`src/rtl/fwd_unit_np_if.sv`:
```
// Decode-stage operand/hazard bundle between the pipeline control (master)
// and the forwarding unit (slave). Signal names follow the pipeline's own tags.
interface fwd_unit_np_if #(
  parameter int DW     = 64,
  parameter int RW     = 4,
  parameter int NPORTS = 2,
  parameter int CW     = 32
);
  logic                 d_valid_i;
  logic                 fwd_en_i;
  logic                 cnt_clr_i;
  logic [NPORTS*RW-1:0] d_src_i;
  logic [NPORTS*DW-1:0] d_rval_i;
  logic [RW-1:0]        e_dstE_i, E_dstM_i, M_dstE_i, M_dstM_i, W_dstE_i, W_dstM_i;
  logic [DW-1:0]        e_valE_i, M_valE_i, m_valM_i, W_valE_i, W_valM_i;

  logic [NPORTS*DW-1:0] fwd_val_o;
  logic [NPORTS*3-1:0]  fwd_sel_o;
  logic                 stall_d_o;
  logic                 bubble_e_o;
  logic [1:0]           state_o;
  logic                 err_o;
  logic [CW-1:0]        stall_cnt_o;
  logic [CW-1:0]        fwd_cnt_o;

  modport master (
    output d_valid_i, fwd_en_i, cnt_clr_i, d_src_i, d_rval_i,
           e_dstE_i, E_dstM_i, M_dstE_i, M_dstM_i, W_dstE_i, W_dstM_i,
           e_valE_i, M_valE_i, m_valM_i, W_valE_i, W_valM_i,
    input  fwd_val_o, fwd_sel_o, stall_d_o, bubble_e_o, state_o, err_o,
           stall_cnt_o, fwd_cnt_o
  );

  modport slave (
    input  d_valid_i, fwd_en_i, cnt_clr_i, d_src_i, d_rval_i,
           e_dstE_i, E_dstM_i, M_dstE_i, M_dstM_i, W_dstE_i, W_dstM_i,
           e_valE_i, M_valE_i, m_valM_i, W_valE_i, W_valM_i,
    output fwd_val_o, fwd_sel_o, stall_d_o, bubble_e_o, state_o, err_o,
           stall_cnt_o, fwd_cnt_o
  );
endinterface

```
`src/rtl/fwd_unit_np.sv`:
```
// Y86 decode-stage bypass network and hazard unit: per-port priority forwarding,
// load-use / interlock stall generation, hazard-class FSM, stall watchdog, counters.
module fwd_unit_np #(
  parameter int          DW        = 64,
  parameter int          RW        = 4,
  parameter int          NPORTS    = 2,
  parameter logic [RW-1:0] RNONE   = {RW{1'b1}},
  parameter int          CW        = 32,
  parameter int          MAX_STALL = 3
) (
  input  logic           clk_i,
  input  logic           rst_n_i,
  fwd_unit_np_if.slave   bus
);

  localparam int RUNW = $clog2(MAX_STALL + 2);
  localparam logic [RUNW-1:0] RUN_LIM = RUNW'(MAX_STALL);

  typedef enum logic [1:0] {ST_RUN = 2'd0, ST_LU = 2'd1, ST_ILK = 2'd2} state_e;
  typedef enum logic [2:0] {
    SEL_RVAL = 3'd0, SEL_EVALE = 3'd1, SEL_MVALM = 3'd2,
    SEL_MVALE = 3'd3, SEL_WVALM = 3'd4, SEL_WVALE = 3'd5
  } sel_e;

  // An RNONE tag never matches, so an RNONE source can never hit either.
  function automatic logic tag_hit(input logic [RW-1:0] src, input logic [RW-1:0] tag);
    return (tag != RNONE) && (tag == src);
  endfunction

  logic [NPORTS-1:0]   w_lu_hit;
  logic [NPORTS-1:0]   w_raw_hit;
  logic [NPORTS*3-1:0] w_sel_all;
  logic                w_lu_haz, w_ilk_haz, w_stall, w_fwd_inc;
  state_e              r_state, w_state_nxt;
  logic [RUNW-1:0]     r_run;
  logic                r_err;
  logic [CW-1:0]       r_stall_cnt, r_fwd_cnt;

  for (genvar p = 0; p < NPORTS; p++) begin : g_port
    logic [RW-1:0] w_src;
    logic [DW-1:0] w_rval;
    logic [DW-1:0] w_pval;
    sel_e          w_psel;

    assign w_src  = bus.d_src_i[p*RW +: RW];
    assign w_rval = bus.d_rval_i[p*DW +: DW];

    always_comb begin
      // NOTE: defaults are assigned first so every path drives both outputs; no latch.
      w_psel = SEL_RVAL;
      w_pval = w_rval;
      if (bus.fwd_en_i) begin
        if (tag_hit(w_src, bus.e_dstE_i)) begin
          w_psel = SEL_EVALE;
          w_pval = bus.e_valE_i;
        end else if (tag_hit(w_src, bus.M_dstM_i)) begin
          w_psel = SEL_MVALM;
          w_pval = bus.m_valM_i;
        end else if (tag_hit(w_src, bus.M_dstE_i)) begin
          w_psel = SEL_MVALE;
          w_pval = bus.M_valE_i;
        end else if (tag_hit(w_src, bus.W_dstM_i)) begin
          w_psel = SEL_WVALM;
          w_pval = bus.W_valM_i;
        end else if (tag_hit(w_src, bus.W_dstE_i)) begin
          w_psel = SEL_WVALE;
          w_pval = bus.W_valE_i;
        end
      end
    end

    // E_dstM is a load still in flight: its value is not available to bypass yet.
    assign w_lu_hit[p]  = tag_hit(w_src, bus.E_dstM_i);
    assign w_raw_hit[p] = tag_hit(w_src, bus.e_dstE_i) | tag_hit(w_src, bus.E_dstM_i) |
                          tag_hit(w_src, bus.M_dstE_i) | tag_hit(w_src, bus.M_dstM_i) |
                          tag_hit(w_src, bus.W_dstE_i) | tag_hit(w_src, bus.W_dstM_i);

    assign w_sel_all[p*3 +: 3]       = w_psel;
    assign bus.fwd_val_o[p*DW +: DW] = w_pval;
  end

  assign w_lu_haz  = bus.d_valid_i & (|w_lu_hit);
  assign w_ilk_haz = bus.d_valid_i & ~bus.fwd_en_i & (|w_raw_hit);
  assign w_stall   = w_lu_haz | w_ilk_haz;
  assign w_fwd_inc = bus.d_valid_i & ~w_stall & (|w_sel_all);

  assign bus.fwd_sel_o  = w_sel_all;
  assign bus.stall_d_o  = w_stall;
  assign bus.bubble_e_o = w_stall;

  always_comb begin
    w_state_nxt = ST_RUN;
    if (w_ilk_haz)     w_state_nxt = ST_ILK;
    else if (w_lu_haz) w_state_nxt = ST_LU;
  end

  // NOTE: all state uses non-blocking assignment so every register samples pre-edge values;
  // the reset is asynchronous, so it sits in the sensitivity list and clears without a clock.
  always_ff @(posedge clk_i or negedge rst_n_i) begin
    if (!rst_n_i) r_state <= ST_RUN;
    else          r_state <= w_state_nxt;
  end

  always_ff @(posedge clk_i or negedge rst_n_i) begin
    if (!rst_n_i) begin
      r_run <= '0;
      r_err <= 1'b0;
    end else begin
      if (w_stall && (r_run >= RUN_LIM)) r_err <= 1'b1;
      if (!w_stall)       r_run <= '0;
      else if (~&r_run)   r_run <= r_run + 1'b1;
    end
  end

  // Clear wins over increment; both counters hold at all-ones.
  always_ff @(posedge clk_i or negedge rst_n_i) begin
    if (!rst_n_i) begin
      r_stall_cnt <= '0;
      r_fwd_cnt   <= '0;
    end else if (bus.cnt_clr_i) begin
      r_stall_cnt <= '0;
      r_fwd_cnt   <= '0;
    end else begin
      if (w_stall && ~&r_stall_cnt) r_stall_cnt <= r_stall_cnt + 1'b1;
      if (w_fwd_inc && ~&r_fwd_cnt) r_fwd_cnt   <= r_fwd_cnt + 1'b1;
    end
  end

  assign bus.state_o     = r_state;
  assign bus.err_o       = r_err;
  assign bus.stall_cnt_o = r_stall_cnt;
  assign bus.fwd_cnt_o   = r_fwd_cnt;

endmodule

```
`src/flat_wrapper.sv`:
```
// flat-port wrapper written by rule: the top's interface ports become plain ports
module fwd_unit_np_flat 
#(
  parameter int          DW        = 64,
  parameter int          RW        = 4,
  parameter int          NPORTS    = 2,
  parameter logic [RW-1:0] RNONE   = {RW{1'b1}},
  parameter int          CW        = 32,
  parameter int          MAX_STALL = 3
)
  (clk_i, rst_n_i, bus_d_valid_i, bus_fwd_en_i, bus_cnt_clr_i, bus_d_src_i, bus_d_rval_i, bus_e_dstE_i, bus_E_dstM_i, bus_M_dstE_i, bus_M_dstM_i, bus_W_dstE_i, bus_W_dstM_i, bus_e_valE_i, bus_M_valE_i, bus_m_valM_i, bus_W_valE_i, bus_W_valM_i, bus_fwd_val_o, bus_fwd_sel_o, bus_stall_d_o, bus_bubble_e_o, bus_state_o, bus_err_o, bus_stall_cnt_o, bus_fwd_cnt_o);
  fwd_unit_np_if #(.DW(DW), .RW(RW), .NPORTS(NPORTS), .CW(CW)) bus_i ();
  input  logic clk_i;
  input  logic rst_n_i;
  input wire logic [$bits(bus_i.d_valid_i)-1:0] bus_d_valid_i;
  input wire logic [$bits(bus_i.fwd_en_i)-1:0] bus_fwd_en_i;
  input wire logic [$bits(bus_i.cnt_clr_i)-1:0] bus_cnt_clr_i;
  input wire logic [$bits(bus_i.d_src_i)-1:0] bus_d_src_i;
  input wire logic [$bits(bus_i.d_rval_i)-1:0] bus_d_rval_i;
  input wire logic [$bits(bus_i.e_dstE_i)-1:0] bus_e_dstE_i;
  input wire logic [$bits(bus_i.E_dstM_i)-1:0] bus_E_dstM_i;
  input wire logic [$bits(bus_i.M_dstE_i)-1:0] bus_M_dstE_i;
  input wire logic [$bits(bus_i.M_dstM_i)-1:0] bus_M_dstM_i;
  input wire logic [$bits(bus_i.W_dstE_i)-1:0] bus_W_dstE_i;
  input wire logic [$bits(bus_i.W_dstM_i)-1:0] bus_W_dstM_i;
  input wire logic [$bits(bus_i.e_valE_i)-1:0] bus_e_valE_i;
  input wire logic [$bits(bus_i.M_valE_i)-1:0] bus_M_valE_i;
  input wire logic [$bits(bus_i.m_valM_i)-1:0] bus_m_valM_i;
  input wire logic [$bits(bus_i.W_valE_i)-1:0] bus_W_valE_i;
  input wire logic [$bits(bus_i.W_valM_i)-1:0] bus_W_valM_i;
  output wire logic [$bits(bus_i.fwd_val_o)-1:0] bus_fwd_val_o;
  output wire logic [$bits(bus_i.fwd_sel_o)-1:0] bus_fwd_sel_o;
  output wire logic [$bits(bus_i.stall_d_o)-1:0] bus_stall_d_o;
  output wire logic [$bits(bus_i.bubble_e_o)-1:0] bus_bubble_e_o;
  output wire logic [$bits(bus_i.state_o)-1:0] bus_state_o;
  output wire logic [$bits(bus_i.err_o)-1:0] bus_err_o;
  output wire logic [$bits(bus_i.stall_cnt_o)-1:0] bus_stall_cnt_o;
  output wire logic [$bits(bus_i.fwd_cnt_o)-1:0] bus_fwd_cnt_o;
  assign bus_i.d_valid_i = bus_d_valid_i;
  assign bus_i.fwd_en_i = bus_fwd_en_i;
  assign bus_i.cnt_clr_i = bus_cnt_clr_i;
  assign bus_i.d_src_i = bus_d_src_i;
  assign bus_i.d_rval_i = bus_d_rval_i;
  assign bus_i.e_dstE_i = bus_e_dstE_i;
  assign bus_i.E_dstM_i = bus_E_dstM_i;
  assign bus_i.M_dstE_i = bus_M_dstE_i;
  assign bus_i.M_dstM_i = bus_M_dstM_i;
  assign bus_i.W_dstE_i = bus_W_dstE_i;
  assign bus_i.W_dstM_i = bus_W_dstM_i;
  assign bus_i.e_valE_i = bus_e_valE_i;
  assign bus_i.M_valE_i = bus_M_valE_i;
  assign bus_i.m_valM_i = bus_m_valM_i;
  assign bus_i.W_valE_i = bus_W_valE_i;
  assign bus_i.W_valM_i = bus_W_valM_i;
  assign bus_fwd_val_o = bus_i.fwd_val_o;
  assign bus_fwd_sel_o = bus_i.fwd_sel_o;
  assign bus_stall_d_o = bus_i.stall_d_o;
  assign bus_bubble_e_o = bus_i.bubble_e_o;
  assign bus_state_o = bus_i.state_o;
  assign bus_err_o = bus_i.err_o;
  assign bus_stall_cnt_o = bus_i.stall_cnt_o;
  assign bus_fwd_cnt_o = bus_i.fwd_cnt_o;
  fwd_unit_np #(.DW(DW), .RW(RW), .NPORTS(NPORTS), .RNONE(RNONE), .CW(CW), .MAX_STALL(MAX_STALL)) u_core (.clk_i(clk_i), .rst_n_i(rst_n_i), .bus(bus_i));
endmodule
```
`config.mk`:
```
export PLATFORM = sky130hd
export DESIGN_NAME = fwd_unit_np_flat
export DESIGN_NICKNAME = d
export VERILOG_FILES = /design/src/rtl/fwd_unit_np_if.sv /design/src/rtl/fwd_unit_np.sv /design/src/flat_wrapper.sv
export SDC_FILE = /design/constraint.sdc
export NUM_CORES = 1
export LEC_CHECK = 0
export ABC_AREA = 1
export BUFFER_PORTS_ARGS = -buffer_cell sky130_fd_sc_hd__buf_2
export CORE_AREA = 2 2 269 271
export CTS_CLUSTER_SIZE = 14
export DETAILED_ROUTE_END_ITERATION = 8
export DIE_AREA = 0 0 271 273
export MAX_ROUTING_LAYER = met4
export PLACE_DENSITY = 0.49
export SYNTH_ARGS = -nofsm -noshare
export SYNTH_HDL_FRONTEND = slang
export SYNTH_SLANG_ARGS = --single-unit
```
`constraint.sdc`:
```
create_clock -name clk_i -period 3.6 [get_ports clk_i]
set_input_delay 0 -clock clk_i [delete_from_list [all_inputs] [get_ports clk_i]]
set_output_delay 0 -clock clk_i [all_outputs]
set_load 0.01 [all_outputs]
```
; After elaboration in Yosys (flattened, before gate mapping)
; Cells that the tools add are included.
[classes]
eq_ne = 19
n_lt_le_gt_ge = 1
addsub = 3
n_reduce_logical = 25
mux = 32
n_bitwise = 18
[op_table]
columns = operator, count
row1 = $mux 64, 12
row2 = $mux 32, 4
row3 = $add 32x1->32 const B, 2
row4 = $reduce_and 32->1, 2
row5 = $eq 4x4->1, 12
row6 = $mux 3, 14
row7 = $ne 4x4->1 const B, 6
row8 = $logic_and 1x1->1, 15
row9 = $or 1x1->1, 11
row10 = $reduce_or 6->1, 1
row11 = $and 1x1->1, 5
row12 = $reduce_bool 2->1, 2
row13 = $reduce_or 2->1, 2
row14 = $add 3x1->3 const B, 1
row15 = $ge 3x2->1 const B, 1
row16 = $reduce_and 3->1, 1
row17 = $logic_not 1->1, 2
row18 = $mux 2, 1
row19 = $ne 2x2->1 const B, 1
row20 = $not 1->1, 2
row21 = $mux 1, 1
[totals]
word_cells = 103
input_bits = 485
regBits = 70
output_inout_bits = 203

; Longest topological paths before layout
[depth]
ltp_word = 16
mapped_depth = 17
depth_no_buf = 15

; Worst setup path after synthesis
; No wires, ideal clock.
[synth_path]
path_kind = register -> register
from = reg u_core.r_fwd_cnt[0], in the netlist u_core.bus.fwd_cnt_o[0]
to = reg u_core.r_fwd_cnt[11], in the netlist u_core.bus.fwd_cnt_o[11]
path_buffers = 1
t_arrival_ns = 1.960
setup_slack_ns = 1.575
period_less_slack_ns = 2.025
path_stages_with_launch = 15
setup_ns = 0.065
required_ns = 3.535
cell_sequence = dfrtp_1 ha_1 nand3_1 inv_2 nand3_2 nor2_2 nand2_1 nor3_1 nand2_1 nand2_1 nor2_8 nand2_4 buf_6 nand3_2 nand2_1
[synth_between]
elab_chain_cells = 4
elab_cells_between_ends = 7
cone_classes = 1 x add/sub / 2 x mux / 4 x reduce/logical
[synth_lines]
columns = element, line_no
row1 = start: declaration, fwd_unit_np.sv:37  ; logic [CW-1:0] r_stall_cnt, r_fwd_cnt;
row2 = start signal: assignment, fwd_unit_np.sv:125  ; if (w_fwd_inc && ~&r_fwd_cnt) r_fwd_cnt <= r_fwd_cnt + 1'b1;
row3 = branches (longest 4 deep; another with $add 32x1->32), -
; Parallel ways; which one is timed is not known. The select of a mux whose other input is x is not followed.
; A chain may end at the register's enable or synchronous reset.

; Final worst setup path
[layout_path]
from = in bus_M_dstM_i[3]
to = out bus_fwd_val_o[93]
[layout_between]
elab_chain_cells = 5
elab_cells_between_ends = 6
cone_classes = 2 x eq/ne / 3 x mux / 1 x reduce/logical
[layout_lines]
columns = element, line_no
row1 = start: declaration, flat_wrapper.sv:23  ; input wire logic [$bits(bus_i.M_dstM_i)-1:0] bus_M_dstM_i;
row2 = $ne 4x4->1 / $eq 4x4->1 (equally long branches), fwd_unit_np.sv:27  ; return (tag != RNONE) && (tag == src);
row3 = $logic_and 1x1->1 (*), fwd_unit_np.sv:27
row4 = $mux 64 (*), fwd_unit_np.sv:56  ; end else if (tag_hit(w_src, bus.M_dstM_i)) begin
row5 = $mux 64 (*), fwd_unit_np.sv:53  ; if (tag_hit(w_src, bus.e_dstE_i)) begin
row6 = $mux 64 (*), fwd_unit_np.sv:52  ; if (bus.fwd_en_i) begin
row7 = end: declaration, flat_wrapper.sv:31  ; output wire logic [$bits(bus_i.fwd_val_o)-1:0] bus_fwd_val_o;
; Every way passes the cells marked *; elsewhere a longest branch is shown, timed or not.

==> reports/metrics.yaml <==
status:
  result_of_the_run: "complete, no violations"
power:
  max-vdd-ir-drop_mv: 0.245
  power.density_nw_per_um2: 229
  p_leak_nw: 9.48
  finalPower_mw: 4.10
synthesis:
  synth_seq_cells: 70
  synth_top_cells_by_area: "sky130_fd_sc_hd__nand2_1 (24%), sky130_fd_sc_hd__a21oi_1 (16%), sky130_fd_sc_hd__dfrtp_1 (13%)"
  synthMostInstantiatedCell: "sky130_fd_sc_hd__nand2_1"
  yosysUniqueCellTypes: 41
  synth.yosys.warnings: 0
  synthDominantAreaCellType: "sky130_fd_sc_hd__nand2_1"
  synth_edf_count: 0
  synth.yosys.seq_area_share: 0.133
  syn-num-nets: 3009
  synth_flop_cell: "sky130_fd_sc_hd__dfrtp_1"
  cells_after_synthesis: 2519
  synth_async_sr_flop_share: 1.00
  synth_area_um2: 13100
  synth_largest_type_area_fraction: 0.238
  synth_area_per_cell_um2: 5.21
  ys_top_cells_by_count: "sky130_fd_sc_hd__nand2_1 (834), sky130_fd_sc_hd__a21oi_1 (424), sky130_fd_sc_hd__nand3_1 (228)"
drt:
  drt-total-wl_um: 94300
  route.vias.total: 20229
  remaining_drc_errors: 0
  firstDrtPassIters: 5
  route.antenna.remaining_nets: 0
  detailedRoute.firstIterationViolations: 1843
  vias_per_cell: 4.94
  wl_per_cell_um: 23.0
cts:
  cts_max_level: 3
  clk_pin_slew_ns: 0.06
  post_cts.repair.setup_buffers: 0
  cts.repair.resized: 0
  max-clock-path-buffers: 2
  cts_inserted_buffers: 9
  tritoncts_clock_tree: "built"
  holdBufCountCts: 1
  total_number_of_clock_tree_sinks: 70
  cts_root_buf: "sky130_fd_sc_hd__clkbuf_16"
  clk-insertion-delay-late_ns: 0.34
setup_path:
  arrival_ns: 2.64
  cp_data_required_time_ns: 3.60
  worstSetupStartpointType: "input port"
  cpPeakStageDelay_ns: 0.45
  end_kind: "output port"
  worstPathMaxFanout: 31
  critical-path-slowest-cell: "sky130_fd_sc_hd__a21oi_1"
  worstPathCellList: "buf_2 -> nand2_1 -> nor2_1 -> nor2_1 -> nand3_4 -> clkinv_2 -> buf_4 -> a21oi_1 -> nand2_1 -> a21oi_1 -> buf_2"
  critical_path.top_delay_family: "buffers and inverters"
  worst-path-buf-inv: 4
  critical_setup_path_kind: "in2out"
floorplanning:
  initial_utilization: 0.185
  die_w_um: 271
  rows: 98
  die_height_um: 273
  ios: 688
  placeable_area_um2: 71000
  die-area_um2: 74000
timing:
  fin_worst_skew_ns: 0.00552
  final_min_period_over_clock_period: 0.734
  setup_viol: 0
  fmaxAchievable_ghz: 0.378
  final.setup.tns_ns: 0
  final_period_minus_worst_setup_slack_ns: 2.64
  grt_setup_unrepaired: "no"
  timing.slew.headroom: 0.236
  setup_ws_ns: 0.956
  slew_viol_final: 0
  worst_pin_slew_ns: 1.15
  report.final.hold_viol_count: 0
finish:
  final_core_util: 0.252
  final_cell_area_um2: 17900
  fill_cells: 8415
  area_growth_syn_to_layout_pct: 36.2
  drive_gt1_frac: 0.263
  numnets_final: 3582
worst_hold_path:
  worst_hold_path_type: "in2reg"
global_route:
  largest_net_degree_at_the_start_of_global_routing: 139
  grt-ovfl-total: 0
  first_pass_grt_wire_length_um: 135000
  grt_antenna_before_repair: 72
  grt_use_total: 0.250
  first_global_vias: 19431
placed_design:
  placement.cell_area_um2: 17500
  dp_hpwl_um: 74500
  port_buffers: 687
  globalplace.congestion: 1.01
  dpl_worst_slack_ns: 0.717
flow_run:
  drv_cap: 0
[kinds of logic (layout without fill, tap and decap cells)]
kind of cell	count (synthesis)	in the layout	synth area share
adder cells (fa/ha/maj)	5	5	0.00476
other	0	51	0
AND/OR/NAND/NOR	1420	1420	0.465
flip-flops	70	70	0.133
buffers and inverters	361	939	0.117
AO/OA/AOI/OAI	589	589	0.231
XOR/XNOR	74	74	0.0493
[stage by stage]
| stage | std cells | hold WS (ns) |
|---|---|---|
| 2_1_floorplan | 2519 | -0.296 |
| 3_3_place_gp | 4030 | 0.164 |
| 3_5_place_dp | 4030 | 0.170 |
| 4_1_cts | 4047 | 0.0596 |
| 5_1_grt | 4094 | 0.103 |
| 6_report | 4098 | 0.0648 |
[routing by layer]
metal,GRT usage,share of wire
met3,0.0470,0.080
met4,0.132,0.054
met2,0.396,0.46
met5,-,0
met1,0.301,0.40
[final timing paths]
check,end,startpoint,cells past startpoint,slack (ns)
max in group asynchronous,u_core.bus.stall_cnt_o[8]$_DFFE_PN0P_,rst_n_i,3,2.30
worst max register to register,u_core.bus.fwd_cnt_o[25]$_DFFE_PN0P_,u_core.bus.fwd_cnt_o[0]$_DFFE_PN0P_,13,1.02
worst min-delay path,u_core.bus.state_o[1]$_DFF_PN0_,bus_fwd_en_i,4,0.06
worst max-delay path,bus_fwd_val_o[93],bus_M_dstM_i[3],11,0.96
worst min register to register,u_core.bus.err_o$_DFFE_PN0P_,u_core.bus.err_o$_DFFE_PN0P_,2,0.46
min in group asynchronous,u_core.bus.stall_cnt_o[23]$_DFFE_PN0P_,rst_n_i,2,0.31
[layout by cell type (no fill, tap or decap), types with 35 or more instances in the layout]
cell type                   n
sky130_fd_sc_hd__nand2_1  834
sky130_fd_sc_hd__buf_2    686
sky130_fd_sc_hd__a21oi_1  424
sky130_fd_sc_hd__nand3_1  227
sky130_fd_sc_hd__nor2_1   221
sky130_fd_sc_hd__inv_1    162
sky130_fd_sc_hd__o21ai_0  115
sky130_fd_sc_hd__dfrtp_1   70
sky130_fd_sc_hd__diode_2   51
sky130_fd_sc_hd__nand4_1   42
sky130_fd_sc_hd__buf_4     40
sky130_fd_sc_hd__xnor2_1   39
sky130_fd_sc_hd__xor2_1    35
[layout make-up]
| cell class | count | area (um^2) | share of cell area |
|---|---|---|---|
| Multi-Input combinational cell | 2088 | 9890 | 0.553 |
| Inverter | 185 | 709 | 0.0397 |
| Sequential cell | 70 | 1750 | 0.0979 |
| Clock inverter | 1 | 5.00 | 0.000280 |
| Tap cell | 950 | 1190 | 0.0664 |
| Antenna cell | 51 | 128 | 0.00713 |
| Clock buffer | 15 | 258 | 0.0144 |
| Timing Repair Buffer | 738 | 3960 | 0.222 |
[registers in the layout, indices dropped and copies added, names as in the netlist]
register,count
u_core.bus.state_o,2
u_core.bus.fwd_cnt_o,32
u_core.r_run,3
u_core.bus.err_o,1
u_core.bus.stall_cnt_o,32
[where the power goes]
group | switching (mW) | internal, mW | leakage, nW
Combinational | 1.61 | 0.843 | 8.38
Sequential | 0.0166 | 0.800 | 0.968
Clock | 0.338 | 0.486 | 0.128
Total | 1.97 | 2.13 | 9.48
[tightest hold or removal path, stage by stage]
cell and delay [ns]:
sky130_fd_sc_hd__buf_4 0.13, sky130_fd_sc_hd__nor2_1 0.06, sky130_fd_sc_hd__nand2_2 0.11, sky130_fd_sc_hd__inv_1 0.06
No activity file was read; power rests on OpenSTA's default activity.
